==> src/rtl/ddr_rd_engine.sv <==
// AXI4 read master: issues a run of 64-byte INCR bursts and streams the returned
// beats out on AXI4-Stream, keeping beat/cycle/error statistics per command.
module ddr_rd_engine #(
    parameter int MAX_OUTST = 4,
    parameter int ADDR_W    = 32
) (
    input  logic              clk,
    input  logic              rstn,
    input  logic              RSTART_REG,
    input  logic [31:0]       RADDR_REG,
    input  logic [31:0]       RNBURST_REG,
    output logic              RIDLE_REG,
    output logic [ADDR_W-1:0] m_axi_araddr,
    output logic [7:0]        m_axi_arlen,
    output logic [2:0]        m_axi_arsize,
    output logic [1:0]        m_axi_arburst,
    output logic [3:0]        m_axi_arid,
    output logic              m_axi_arvalid,
    input  logic              m_axi_arready,
    input  logic [63:0]       m_axi_rdata,
    input  logic [1:0]        m_axi_rresp,
    input  logic              m_axi_rlast,
    input  logic              m_axi_rvalid,
    output logic              m_axi_rready,
    output logic [63:0]       m_axis_tdata,
    output logic              m_axis_tvalid,
    output logic              m_axis_tlast,
    input  logic              m_axis_tready,
    output logic [31:0]       beat_cnt,
    output logic [31:0]       cyc_cnt,
    output logic              err
);
    typedef enum logic [1:0] {IDLE, RUN, DONE} state_t;
    localparam logic [3:0] MAX_O = 4'(MAX_OUTST);

    state_t            state_q;
    logic              ridle_q, err_q;
    logic [ADDR_W-1:0] addr_q;
    logic [15:0]       nb_q, iss_q, done_q;
    logic [3:0]        outst_q, outst_d;
    logic [2:0]        bib_q;
    logic [31:0]       beat_q, cyc_q;
    logic              run, ar_hs, r_hs, r_end, r_bad;
    logic              unused_bits;

    assign unused_bits = &{1'b0, RNBURST_REG[31:16], RADDR_REG[5:0]};

    assign run   = (state_q == RUN);
    assign ar_hs = m_axi_arvalid & m_axi_arready;
    assign r_hs  = m_axi_rvalid & m_axi_rready;
    assign r_end = r_hs & m_axi_rlast;
    // rlast must coincide exactly with the 8th beat of a burst
    assign r_bad = (m_axi_rresp != 2'b00) | (m_axi_rlast != (bib_q == 3'd7));

    assign RIDLE_REG     = ridle_q;
    assign m_axi_araddr  = addr_q;
    assign m_axi_arlen   = 8'd7;
    assign m_axi_arsize  = 3'd3;
    assign m_axi_arburst = 2'b01;
    assign m_axi_arid    = 4'd0;
    assign m_axi_arvalid = run && (iss_q < nb_q) && (outst_q < MAX_O);
    assign m_axi_rready  = m_axis_tready & run;
    assign m_axis_tvalid = m_axi_rvalid & run;
    assign m_axis_tdata  = m_axi_rdata;
    assign m_axis_tlast  = m_axi_rlast & run & (done_q == nb_q - 16'd1);
    assign beat_cnt      = beat_q;
    assign cyc_cnt       = cyc_q;
    assign err           = err_q;

    always_comb begin
        outst_d = outst_q;
        if (ar_hs && !r_end)      outst_d = outst_q + 4'd1;
        else if (!ar_hs && r_end) outst_d = outst_q - 4'd1;
    end

    always_ff @(posedge clk) begin
        if (!rstn) begin
            state_q <= IDLE;
            ridle_q <= 1'b1;
            addr_q  <= '0;
            nb_q    <= '0;
            iss_q   <= '0;
            done_q  <= '0;
            outst_q <= '0;
            bib_q   <= '0;
            beat_q  <= '0;
            cyc_q   <= '0;
            err_q   <= 1'b0;
        end else begin
            case (state_q)
                IDLE: begin
                    if (RSTART_REG) begin
                        addr_q  <= ADDR_W'({RADDR_REG[31:6], 6'b0});
                        nb_q    <= RNBURST_REG[15:0];
                        iss_q   <= '0;
                        done_q  <= '0;
                        outst_q <= '0;
                        bib_q   <= '0;
                        beat_q  <= '0;
                        cyc_q   <= '0;
                        err_q   <= 1'b0;
                        ridle_q <= 1'b0;
                        // a zero-burst command resolves in RUN next cycle: RIDLE low for two cycles
                        state_q <= RUN;
                    end
                end
                RUN: begin
                    cyc_q   <= cyc_q + 32'd1;
                    outst_q <= outst_d;
                    if (ar_hs) begin
                        addr_q <= addr_q + ADDR_W'(64);
                        iss_q  <= iss_q + 16'd1;
                    end
                    if (r_hs) begin
                        beat_q <= beat_q + 32'd1;
                        bib_q  <= m_axi_rlast ? 3'd0 : bib_q + 3'd1;
                        err_q  <= err_q | r_bad;
                    end
                    if (r_end) done_q <= done_q + 16'd1;
                    if (done_q == nb_q) state_q <= DONE;
                end
                DONE: begin
                    cyc_q   <= cyc_q + 32'd1;
                    ridle_q <= 1'b1;
                    state_q <= IDLE;
                end
                default: state_q <= IDLE;
            endcase
        end
    end
endmodule
==> config.mk <==
export PLATFORM = sky130hd
export DESIGN_NAME = ddr_rd_engine
export DESIGN_NICKNAME = d
export VERILOG_FILES = /design/src/rtl/ddr_rd_engine.sv
export SDC_FILE = /design/constraint.sdc
export NUM_CORES = 1
export LEC_CHECK = 0
export BUFFER_PORTS_ARGS = -buffer_cell sky130_fd_sc_hd__buf_2
export CORE_ASPECT_RATIO = 0.5
export CORE_MARGIN = 2
export CORE_UTILIZATION = 50
export CTS_CLUSTER_SIZE = 12
export DETAILED_ROUTE_END_ITERATION = 8
export PLACE_DENSITY_LB_ADDON = 0.05
export SLEW_MARGIN = 20
export SYNTH_ARGS = -nofsm -noshare
export SYNTH_HDL_FRONTEND = slang
export SYNTH_SLANG_ARGS = --single-unit
==> constraint.sdc <==
create_clock -name clk -period 3.6 [get_ports clk]
set_input_delay 0 -clock clk [delete_from_list [all_inputs] [get_ports clk]]
set_output_delay 0 -clock clk [all_outputs]
set_load 0.02 [all_outputs]
**Word level (Yosys, flattened, before mapping)**

Index checks and enable logic that the tools add are counted.
W data, S select, Z words.

- Register bits: 155
- Latch bits: 0
- Bits in writable memories: 0
- Bits in read-only memories: 0
- Output and inout bits: 183
- Logic and storage cells: 90
- Memories: 0

- Add/sub/neg operators: 9
- Multiply operators: 0
- Div/mod/pow operators: 0
- Order comparisons: 2
- Eq/ne operators: 12
- Shifts and indexed selects: 0
- Mux-type cells: 27
- Bitwise operators: 9
- Reductions and logical operators: 20

Operator list:

| kind | count |
|---|---|
| $pmux W32 S2 | 3 |
| $mux W32 | 4 |
| $add A32 B1 Y32 const B | 2 |
| $pmux W16 S2 | 2 |
| $mux W16 | 3 |
| $add A16 B1 Y16 const B | 2 |
| $add A32 B7 Y32 const B | 1 |
| $eq A16 B16 Y1 | 2 |
| $lt A16 B16 Y1 | 1 |
| $sub A16 B1 Y16 const B | 1 |
| $mux W4 | 3 |
| $reduce_and A3 Y1 | 4 |
| $mux W3 | 3 |
| $ne A2 B1 Y1 const B | 4 |
| $pmux W4 S2 | 1 |
| $reduce_and A2 Y1 | 4 |
| $reduce_bool A2 Y1 | 4 |
| $and A1 B1 Y1 | 7 |
| $pmux W3 S2 | 1 |
| $add A4 B1 Y4 const B | 1 |
| $logic_and A1 B1 Y1 | 4 |
| $lt A4 B3 Y1 const B | 1 |
| $mux W2 | 2 |
| $pmux W1 S2 | 2 |
| other kinds (14) | 17 |

**Depth between registers and ports, before layout**

Gate-level depths: netlist (run 1).

- Depth after elaboration: 9
- Depth in mapped cells: 14
- Mapped depth without buffers: 13

**Least setup slack after synthesis (run 1)**

OpenSTA, ideal clock, no wires.

- Path type: register to register
- Start: reg nb_q[2]
- End: reg outst_q[3]
- Library setup time: 0.132 ns
- Data arrival time: 2.670 ns
- Required time: 3.468 ns
- Setup slack: 0.797 ns
- Cell stages (with the launch flop): 15
- Path buffers: 1
- Path through: dfxtp_1 buf_6 inv_1 ha_1 a211o_1 a31oi_1 o21a_1 o21a_1 nand3_1 ha_1 a21o_1 a21oi_1 nand2_1 o211ai_1 a21oi_1

- Cells in the longest elaborated chain, start to end: 8
- Elaborated cells on any way between the ends: 11
- Those cells by class: 1 x order compare; 1 x eq/ne; 2 x mux; 1 x bitwise; 6 x reduce/logical

Ends and longest elaborated chain:

| item | line | source |
|---|---|---|
| start: declaration | 39 | `logic [15:0] nb_q, iss_q, done_q;` |
| start signal: assignment | 94 | `nb_q <= RNBURST_REG[15:0];` |
| $lt A16 B16 Y1 * | 61 | `assign m_axi_arvalid = run && (iss_q < nb_q) && (outst_q < MAX_O);` |
| $logic_and A1 B1 Y1 * (2 in a row) | 61 |  |
| net m_axi_arvalid | 18 | `output logic m_axi_arvalid,` |
| $and A1 B1 Y1 * | 49 | `assign ar_hs = m_axi_arvalid & m_axi_arready;` |
| $logic_not A1 Y1 | 73 | `else if (!ar_hs && r_end) outst_d = outst_q - 4'd1;` |
| $logic_and A1 B1 Y1 | 73 |  |
| $ne A3 B1 Y1 (no line) | -- |  |
| $reduce_and A3 Y1 (no line) | -- |  |
| end signal: assignment | 109 | `outst_q <= outst_d;` |
| end: declaration | 40 | `logic [3:0] outst_q, outst_d;` |

The timed path passes the listed nets; every way through them passes the cells marked *.
A chain may end at the register's enable or synchronous reset.

**Final worst setup path (run 1)**

- Start: reg nb_q[11]
- End: reg addr_q[14] (netlist: m_axi_araddr[14])

- Cells in the longest elaborated chain, start to end: 6

Ends and longest elaborated chain:

| item | line | source |
|---|---|---|
| $lt A16 B16 Y1 | 61 |  |
| $logic_and A1 B1 Y1 (2 in a row) | 61 |  |
| $and A1 B1 Y1 | 49 |  |
| $ne A2 B1 Y1 (no line) | -- |  |
| $reduce_and A3 Y1 (no line) | -- |  |
| end signal: assignment | 93 | `addr_q <= ADDR_W'({RADDR_REG[31:6], 6'b0});` |
| end signal: assignment | 111 | `addr_q <= addr_q + ADDR_W'(64);` |
| end: declaration | 38 | `logic [ADDR_W-1:0] addr_q;` |

Every way passes these cells.

==> summary.md, run 1 <==
| Metric | Value |
|---|---|
| GP Congestion | `0.8230` |
| Iter 0 DRT Violations | `447` |
| Synth cell types | `65` |
| RSZ-0062 raised after global routing | `false` |
| TritonRoute pass-1 iters | `5` |
| FF-to-FF Start | `nb_q[11]$_SDFFE_PN0P_` |
| Number of global-route vias before repair | `7476` |
| Largest family of logic cells by synthesized area | `simple AND/OR/NAND/NOR gates` |
| CTS root buffer | `clkbuf_16` |
| Worst R2R Setup Slack | `0.37 ns` |
| Most used DFF post-synth | `dfxtp_1` |
| Initial Utilization | `50.54%` |
| Synthesized instance count | `1102` |
| Seq. cell area | `0.002983 mm^2` |
| Synth Area in Compound Gates | `13.43%` |
| Antenna Violating Nets Remaining | `0` |
| P per Cell Area | `509.8 mW/mm^2` |
| Post-route setup slack | `0.3691 ns` |
| Max-slew violation count | `0` |
| GR Util All Layers | `25.96%` |
| Crit path cell chain | `inv_1 -> ha_1 -> a21oi_1 -> a31oi_1 -> nor4b_1 -> o21ai_2 -> nand2_1 -> a31oi_1 -> dlygate4sd3_1` |
| Min-delay worst type | `primary input to output port` |
| Clock Path Buffers | `2` |
| Crit path time final | `3.231 ns` |
| Leakage dissipation | `3.991 nW` |
| Share of cells above drive strength 1 | `16.75%` |
| Worst VDD drop | `400.5 uV` |
| Ports | `320` |
| Routed wire length | `24270 um` |
| Slowest CP cell | `dlygate4sd3_1` |
| Nets | `1379` |
| Mux cell area share after synthesis | `0.9339%` |
| Crit path max fanout | `14` |
| Detailed Place HPWL | `17490 um` |
| Antenna diodes | `0` |
| Global route overflow | `0` |
| Wire per inst | `16.65 um` |
| Fin Clk Skew | `0.009430 ns` |
| Hold path startpoint | `m_axi_rdata[35]` |
| Crit path depth | `9` |
| Seq/Total Area, Yosys | `34.25%` |
| Adder-Cell Fraction of Synth Area | `4.397%` |
| Placed insts | `1384` |
| Count of clock tree sinks | `149` |
| Crit-path most repeated cell | `a31oi_1` |
| CTS tree | `done` |
| Final Non-Filler Cells | `1458` |
| Die width | `190.6 um` |
| Fillers | `1625` |
| Buffers on Ports | `146` |
| CP arrival | `3.54 ns` |
| CP endpoint kind | `flop` |
| H-tree Lvls | `4` |
| Setup Fix Bufs, Post-CTS | `0` |
| Hold endpoint | `m_axis_tdata[35]` |
| DR vias/cell | `5.477` |
| Initial antenna violation count | `0` |
| Setup_tns | `0 ns` |
| Hold path cells | `0` |
| Worst R2R End | `m_axi_araddr[14]$_SDFFE_PN0P_` |
| Die Y | `97.32 um` |
| Die area | `0.01855 mm^2` |
| Yosys reg bits | `149` |
| Crit path launch type | `flop` |
| Mean Syn Cell Area | `7.902 um^2` |
| Post-synth ARST share | `0%` |
| Xor/xnor share of the synthesized area | `10.16%` |
| Fmax | `309.5 MHz` |
| Slew @ Worst Pin | `0.7085 ns` |
| Post-DP Area | `0.009095 mm^2` |
| Finished Cell Area | `0.01013 mm^2` |
| Syn Std Cell Area | `0.008708 mm^2` |
| Commonest non-fill, non-tap cell in the layout | `dfxtp_1` |
| WP buf/inv | `2` |
| First-pass GRT wire length | `38750 um` |
| Outcome | `complete, no violations` |
| Cells on worst reg2reg path | `9` |
| Worst setup slack after placement | `0.6292 ns` |
| Vias after detailed routing | `7985` |
| EDFF count, synth | `0` |
| Max_slew headroom | `52.77%` |
| YS warnings | `0` |
| Max_cap viols | `0` |
| Largest net degree at the start of global routing | `60` |
| Most frequent cells in the layout | `dfxtp_1, buf_2, nor2_1` |
| Final Hold Vio Count | `0` |
| Simple-gate area share of the yosys netlist | `25.47%` |
| P&R area growth vs syn | `16.34%` |
| DRC | `0` |
| TritonCTS buffer count | `17` |
| Critical path required time | `3.91 ns` |
| Top delay family on crit path | `simple AND/OR/NAND/NOR gates` |
| WS Path Type | `flop to flop` |
| Final setup fails | `0` |
| Slowest stage delay, CP | `0.59 ns` |
| Core area | `0.01723 mm^2` |
| Reg clk slew, reported paths | `0.06 ns` |
| Multi-input logic area | `0.004833 mm^2` |
| Final period util | `89.75%` |
| Worst-skew pair later-pin latency | `0.42 ns` |
| Row count | `34` |
## cells in the mapped netlist (4+ instances only)
cell / number / area share [%]
nand2b_1: 6 / 0.43
xnor2_1: 55 / 5.5
ha_1: 29 / 4.2
nor4b_1: 4 / 0.40
nor3_1: 26 / 1.5
mux2i_1: 7 / 0.80
o21ai_0: 28 / 1.6
nor2_1: 128 / 5.5
buf_4: 87 / 7.5
o22ai_1: 7 / 0.50
and2_1: 9 / 0.65
dfxtp_1: 149 / 34
o211ai_1: 5 / 0.43
or3_1: 20 / 1.4
inv_1: 33 / 1.4
nand4_1: 25 / 1.8
nor4_1: 8 / 0.57
a22oi_1: 5 / 0.43
nand3_1: 62 / 3.6
buf_2: 6 / 0.34
clkbuf_1: 38 / 1.6
xor2_1: 46 / 4.6
and3_1: 20 / 1.4
nand2_1: 111 / 4.8
a211oi_1: 13 / 1.1
o21ai_1: 4 / 0.23
o21a_1: 4 / 0.34
a21oi_1: 85 / 4.9
and4_1: 15 / 1.5
a32oi_1: 7 / 0.70
a31oi_1: 11 / 0.79
## cells by family (layout without fill, tap and decap cells)
| kind of cell | after synthesis | after routing |
|---|---|---|
| AO/OA/AOI/OAI | 191 | 191 |
| XOR/XNOR | 101 | 101 |
| adder cells (fa/ha/maj) | 30 | 30 |
| buffers and inverters | 170 | 271 |
| flip-flops | 149 | 149 |
| multiplexers | 8 | 8 |
| other | 2 | 23 |
| AND/OR/NAND/NOR | 451 | 451 |
## what timing repair did
item / CTS / global route
endpoints found under the setup margin: 0 / 0
resized for setup: 0 / 0
hold buffers: 43 / 0
hold endpoints to repair: 42 / 0
## sequential cells by signal (all words and copies together) (netlist names), 2 cells and up
signal / cells
done_q: 16
m_axi_araddr: 26
bib_q: 3
beat_cnt: 32
state_q: 2
cyc_cnt: 32
nb_q: 16
outst_q: 4
iss_q: 16
## worst max path at each step
stage / slack, ns / endpoint / start
final: 0.37 / m_axi_araddr[14]$_SDFFE_PN0P_ / nb_q[11]$_SDFFE_PN0P_
after global placement: 0.66 / outst_q[3]$_SDFFE_PN0P_ / nb_q[2]$_SDFFE_PN0P_
after CTS: 0.42 / m_axi_araddr[14]$_SDFFE_PN0P_ / nb_q[11]$_SDFFE_PN0P_
after global routing: 0.17 / m_axi_araddr[14]$_SDFFE_PN0P_ / nb_q[11]$_SDFFE_PN0P_
after detailed placement: 0.63 / outst_q[3]$_SDFFE_PN0P_ / nb_q[2]$_SDFFE_PN0P_
after floorplan: 0.80 / outst_q[3]$_SDFFE_PN0P_ / nb_q[2]$_SDFFE_PN0P_
## metrics by stage
stage / power (mW) / util (%) / hold WS (ns)
after floorplan: 2.979 / - / 0.1126
after global placement: 3.246 / 52.79 / 0.0001367
after detailed placement: 3.269 / 52.79 / 0.0001367
final: 5.164 / 58.80 / 0.00004357
after CTS: 5.201 / 58.80 / 0.0001367
after global routing: 5.440 / 58.80 / 0.00008499
## layer usage
metal  wire length (um)  part of all wire (%)  up-vias  track usage [%]
met5                  0                     0        -            1.374
met4                187                  0.77        0            6.202
met3               2040                   8.4       16            9.281
met2              11030                    45      263            41.71
met1              11020                    45     3752            33.16
li1                   -                     -     3954                -
## final cells by class
type / instances / area share, %
Sequential cell: 149 / 29.44
Clock buffer: 22 / 4.483
Timing Repair Buffer: 206 / 12.72
Multi-Input combinational cell: 804 / 47.71
Inverter: 34 / 1.260
Tap cell: 234 / 2.890
Clock inverter: 9 / 1.494
## where the power goes
group          internal, mW  switching, mW  total (mW)
registers              1.76          0.150        1.91
clock network          1.17          0.703        1.88
logic                 0.488          0.894        1.38
total                  3.42           1.75        5.16
Power figures use the tool's default switching activity.
==> run 2, diff against run 1 <==
--- a/config.mk
+++ b/config.mk
@@ -6,12 +6,12 @@
 export NUM_CORES = 1
 export LEC_CHECK = 0
 export BUFFER_PORTS_ARGS = -buffer_cell sky130_fd_sc_hd__buf_2
-export CORE_ASPECT_RATIO = 0.5
-export CORE_MARGIN = 2
+export CORE_ASPECT_RATIO = 0.7
 export CORE_UTILIZATION = 50
 export CTS_CLUSTER_SIZE = 12
 export DETAILED_ROUTE_END_ITERATION = 8
 export PLACE_DENSITY_LB_ADDON = 0.05
+export REMOVE_ABC_BUFFERS = 1
 export SLEW_MARGIN = 20
 export SYNTH_ARGS = -nofsm -noshare
 export SYNTH_HDL_FRONTEND = slang
==> run 2 against run 1 <==
Net effect: sequential power about the same; clock-buffer cell count down 3; sequential cell count unchanged; global-route usage up 4.4 points; die area down 3.2%; via count up 1.5%; first-iteration DRC count up 47%; clock power up 4%; maximum frequency up 0.87%; wire length up 12%; critical path depth unchanged; highest routed layer is now met5.
==> summary.md, run 2 (synthesis gave the netlist of run 1 again) <==
| Metric | Value |
|---|---|
| Outcome | `complete, no violations` |
| Detailed Place HPWL | `19390 um` |
| Die Y | `112.4 um` |
| GR Util All Layers | `30.38%` |
| GP Congestion | `0.8996` |
| Final period util | `88.97%` |
| Commonest non-fill, non-tap cell in the layout | `dfxtp_1` |
| Reg clk slew, reported paths | `0.06 ns` |
| Hold path startpoint | `m_axi_rdata[26]` |
| TritonCTS buffer count | `17` |
| Fmax | `312.2 MHz` |
| Finished Cell Area | `0.01015 mm^2` |
| Initial Utilization | `52.18%` |
| Critical path required time | `3.91 ns` |
| Hold endpoint | `m_axis_tdata[26]` |
| Crit path max fanout | `14` |
| Final setup fails | `0` |
| H-tree Lvls | `4` |
| CP endpoint kind | `flop` |
| Hold path cells | `0` |
| Count of clock tree sinks | `149` |
| DR vias/cell | `5.591` |
| P per Cell Area | `517.7 mW/mm^2` |
| Final Hold Vio Count | `0` |
| Wire per inst | `18.80 um` |
| Vias after detailed routing | `8101` |
| Worst setup slack after placement | `0.4898 ns` |
| Worst VDD drop | `270.8 uV` |
| Share of cells above drive strength 1 | `16.99%` |
| Final Non-Filler Cells | `1449` |
| RSZ-0062 raised after global routing | `false` |
| First-pass GRT wire length | `41810 um` |
| Worst-skew pair later-pin latency | `0.42 ns` |
| Buffers on Ports | `146` |
| Antenna Violating Nets Remaining | `0` |
| Slew @ Worst Pin | `0.9602 ns` |
| TritonRoute pass-1 iters | `5` |
| Clock Path Buffers | `2` |
| P&R area growth vs syn | `16.61%` |
| Largest net degree at the start of global routing | `60` |
| Antenna diodes | `0` |
| Multi-input logic area | `0.004833 mm^2` |
| Placed insts | `1374` |
| Setup Fix Bufs, Post-CTS | `0` |
| Post-DP Area | `0.009076 mm^2` |
| Leakage dissipation | `4.001 nW` |
| Die width | `159.7 um` |
| Routed wire length | `27250 um` |
| Ports | `320` |
| CTS root buffer | `clkbuf_16` |
| Cells on worst reg2reg path | `9` |
| WS Path Type | `flop to flop` |
| DRC | `0` |
| Max-slew violation count | `0` |
| Worst R2R End | `m_axi_araddr[14]$_SDFFE_PN0P_` |
| Max_slew headroom | `35.70%` |
| Setup_tns | `0 ns` |
| Core area | `0.01669 mm^2` |
| Number of global-route vias before repair | `7141` |
| FF-to-FF Start | `nb_q[11]$_SDFFE_PN0P_` |
| Crit path launch type | `flop` |
| Initial antenna violation count | `0` |
| Crit path time final | `3.203 ns` |
| Seq. cell area | `0.002983 mm^2` |
| Post-route setup slack | `0.3970 ns` |
| CP arrival | `3.51 ns` |
| Worst R2R Setup Slack | `0.40 ns` |
| Fin Clk Skew | `0.006646 ns` |
| Global route overflow | `0` |
| Nets | `1378` |
| Min-delay worst type | `primary input to output port` |
| CTS tree | `done` |
| Most frequent cells in the layout | `dfxtp_1, buf_2, nor2_1` |
| Max_cap viols | `0` |
| Row count | `39` |
| Iter 0 DRT Violations | `658` |
| Fillers | `1548` |
| Die area | `0.01796 mm^2` |
==> run 2: cell types whose count changed in the layout (fill, tap and decap cells not counted), sizes merged <==
cell / before / now
buf: 163 / 162
clkinvlp: 1 / 3
clkinv: 4 / 6
clkbuf: 22 / 19
inv: 34 / 33
bufinv: 4 / 5
==> run 2: repair_timing <==
action | CTS | global route
resized for setup | 0 | 0
hold buffers | 43 | 0
endpoints found under the hold margin | 41 | 0
==> run 2: how the worst max path moves through the flow <==
stage / from / slack (ns) / end
final: nb_q[11]$_SDFFE_PN0P_ / 0.40 / m_axi_araddr[14]$_SDFFE_PN0P_
after detailed placement: nb_q[11]$_SDFFE_PN0P_ / 0.49 / outst_q[2]$_SDFFE_PN0P_
after global placement: nb_q[11]$_SDFFE_PN0P_ / 0.55 / outst_q[2]$_SDFFE_PN0P_
after global routing: nb_q[11]$_SDFFE_PN0P_ / 0.12 / outst_q[2]$_SDFFE_PN0P_
after floorplan: state_q[1]$_SDFFE_PN0P_ / 0.16 / iss_q[3]$_SDFFE_PN0P_
after CTS: nb_q[11]$_SDFFE_PN0P_ / 0.43 / m_axi_araddr[14]$_SDFFE_PN0P_
==> run 2: final cells by class <==
class | instances | share of cell area [%]
well taps | 225 | 2.772
repair buffers | 205 | 12.62
inverters | 34 | 1.257
clock buffers | 19 | 4.362
clock inverters | 13 | 2.021
multi-input cells | 804 | 47.60
flip-flops and latches | 149 | 29.37
==> run 2: layer usage <==
layer  GRT usage, %  up-vias  share of wire [%]
met1          41.78     3641                 47
met3          18.85       54                 15
li1               -     3957                  -
met4          7.372        6                1.4
met5          11.76        -               0.90
met2          37.50      443                 36
==> run 2: critical path, stage by stage, from the launching register on <==
cell and delay, ns:
dfxtp_1 0.47, inv_1 0.13, ha_1 0.36, a21oi_1 0.17, a31oi_1 0.12, nor4b_1 0.38
o21ai_2 0.23, nand2_1 0.48, a31oi_1 0.16, dlygate4sd3_1 0.59
==> run 2: through the flow <==
| step | hold slack, ns | utilization, % | power [mW] |
|---|---|---|---|
| global route | 0.0001263 | 60.85 | 5.519 |
| detailed placement | 0.0001367 | 54.39 | 3.266 |
| global placement | 0.0001367 | 54.39 | 3.260 |
| CTS | 0.0001367 | 60.85 | 5.266 |
| floorplan | 0 | - | 2.794 |
| finish | 0.00003779 | 60.85 | 5.257 |
==> run 2: where the power goes <==
part	internal, mW	switching, mW
sequential	1.76	0.152
combinational	0.487	0.905
clock	1.25	0.711
total	3.49	1.77
==> run 3, diff against run 2 <==
--- a/config.mk
+++ b/config.mk
@@ -10,7 +10,7 @@
 export CORE_UTILIZATION = 50
 export CTS_CLUSTER_SIZE = 12
 export DETAILED_ROUTE_END_ITERATION = 8
-export PLACE_DENSITY_LB_ADDON = 0.05
+export PLACE_DENSITY = 0.81
 export REMOVE_ABC_BUFFERS = 1
 export SLEW_MARGIN = 20
 export SYNTH_ARGS = -nofsm -noshare
==> run 3 against run 2 <==
Net effect: largest cell class unchanged; largest power group is now registers; sequential share of layout area increased by 0.17 points; power decreased by 2.5%; maximum frequency down 0.81%.
==> summary.md, run 3 (synthesis gave the netlist of run 1 again) <==
| Metric | Value |
|---|---|
| RSZ-0062 raised after global routing | `false` |
| Vias after detailed routing | `8320` |
| WHS | `0.0001812 ns` |
| Critical path required time | `3.92 ns` |
| CP arrival | `3.54 ns` |
| H-tree Lvls | `4` |
| CTS tree | `done` |
| CP endpoint kind | `flop` |
| Fillers | `1449` |
| Reg clk slew, reported paths | `0.06 ns` |
| DR vias/cell | `5.750` |
| Crit-path most repeated cell | `a21oi_1` |
| Nets | `1376` |
| P per Cell Area | `507.6 mW/mm^2` |
| Crit path max fanout | `18` |
| Fin Clk Skew | `0.008268 ns` |
| Routed wire length | `26780 um` |
| Max_cap viols | `0` |
| Setup_tns | `0 ns` |
| Slew @ Worst Pin | `0.9463 ns` |
| Slowest CP cell | `dlygate4sd3_1` |
| CP Launch Point | `nb_q[11]$_SDFFE_PN0P_` |
| Leakage dissipation | `3.964 nW` |
| Outcome | `complete, no violations` |
| Number of global-route vias before repair | `7475` |
| TritonCTS buffer count | `17` |
| Die Y | `112.4 um` |
| Crit path to | `m_axi_araddr[9]$_SDFFE_PN0P_` |
| Max_slew headroom | `36.52%` |
| GR Util All Layers | `29.72%` |
| Cells on worst reg2reg path | `10` |
| Antenna Violating Nets Remaining | `0` |
| Iter 0 DRT Violations | `785` |
| Initial Utilization | `52.18%` |
| Largest net degree at the start of global routing | `60` |
| FF-to-FF Start | `nb_q[11]$_SDFFE_PN0P_` |
| Crit path depth | `10` |
| DRC | `0` |
| Setup Fix Bufs, Post-CTS | `0` |
| Initial antenna violation count | `2` |
| Ports | `320` |
| Clock Path Buffers | `2` |
| Final Hold Vio Count | `0` |
| Global route overflow | `0` |
| Count of clock tree sinks | `149` |
| Core area | `0.01669 mm^2` |
| GP Congestion | `0.9215` |
| Share of cells above drive strength 1 | `16.48%` |
| Max-slew violation count | `0` |
| Min-delay worst type | `primary input to output port` |
| Most frequent cells in the layout | `dfxtp_1, buf_2, nor2_1` |
| P&R area growth vs syn | `15.95%` |
| Crit path time final | `3.229 ns` |
| WP buf/inv | `2` |
| Worst VDD drop | `312.7 uV` |
| Crit path cell chain | `inv_1 -> ha_1 -> a21oi_1 -> a31oi_1 -> nor4b_1 -> o21ai_2 -> and2_2 -> a21oi_1 -> o22ai_1 -> dlygate4sd3_1` |
| WS Path Type | `flop to flop` |
| Fmax | `309.7 MHz` |
| CTS root buffer | `clkbuf_16` |
| Commonest non-fill, non-tap cell in the layout | `dfxtp_1` |
| Die area | `0.01796 mm^2` |
| Detailed Place HPWL | `19250 um` |
| First-pass GRT wire length | `40960 um` |
| Final setup fails | `0` |
| Crit path launch type | `flop` |
| Buffers on Ports | `146` |
| Row count | `39` |
| Wire per inst | `18.51 um` |
| Die width | `159.7 um` |
| Worst-skew pair later-pin latency | `0.43 ns` |
| TritonRoute pass-1 iters | `5` |
| Worst R2R End | `m_axi_araddr[9]$_SDFFE_PN0P_` |
| Worst R2R Setup Slack | `0.37 ns` |
| Top delay family on crit path | `compound AO/OA/AOI/OAI gates` |
| Slowest stage delay, CP | `0.59 ns` |
| Final period util | `89.70%` |
==> run 3: changes by cell type in the layout (fill, tap and decap cells not counted), sizes merged <==
cell	before	now
bufinv	5	4
clkbuf	19	20
diode	0	2
buf	162	158
clkinv	6	4
dlygate4sd3	43	45
==> run 3: cell type report <==
cell class	instances	area, um^2	area share [%]
repair buffers	203	1271	12.59
clock buffers	20	436.7	4.325
diodes	2	5.005	0.04957
well taps	225	281.5	2.788
flip-flops and latches	149	2983	29.54
multi-input cells	804	4835	47.88
clock inverters	10	157.7	1.561
inverters	34	127.6	1.264
==> run 3: through the flow <==
stage,util [%],instance area [um^2],power (mW),instances,setup slack [ns]
6_report,60.50,10100,5.125,1447,0.3710
5_1_grt,60.49,10090,5.366,1446,0.1277
4_1_cts,60.47,10090,5.106,1445,0.3005
3_5_place_dp,54.21,9046,3.238,1370,0.6328
3_3_place_gp,54.21,9046,3.211,1370,0.6688
2_1_floorplan,-,7934,2.794,987,0.1622
==> run 3: worst min path at each step <==
stage | to | cells after the start | startpoint
after CTS | m_axis_tdata[50] | 0 | m_axi_rdata[50]
after detailed placement | m_axis_tdata[50] | 0 | m_axi_rdata[50]
after global placement | m_axis_tdata[50] | 0 | m_axi_rdata[50]
after global routing | m_axis_tdata[61] | 0 | m_axi_rdata[61]
final | m_axis_tdata[6] | 0 | m_axi_rdata[6]
after floorplan | m_axis_tdata[0] | 0 | m_axi_rdata[0]
==> run 3: repair_timing <==
action | in CTS | in global routing
hold buffers | 45 | 0
gates resized for setup | 0 | 1
endpoints found under the setup margin | 0 | 1
hold endpoints to repair | 44 | 0
==> run 3: metal layers <==
metal	global-route usage (%)	vias to the layer above	share of wire, %
li1	-	3961	-
met1	36.76	3825	42
met2	40.00	478	39
met3	17.89	50	15
met4	12.12	6	2.3
met5	12.57	-	0.95
==> run 3: power breakdown <==
part / internal [mW] / switching, mW
Combinational: 0.484 / 0.890
Clock: 1.15 / 0.692
Sequential: 1.76 / 0.158
Total: 3.39 / 1.74
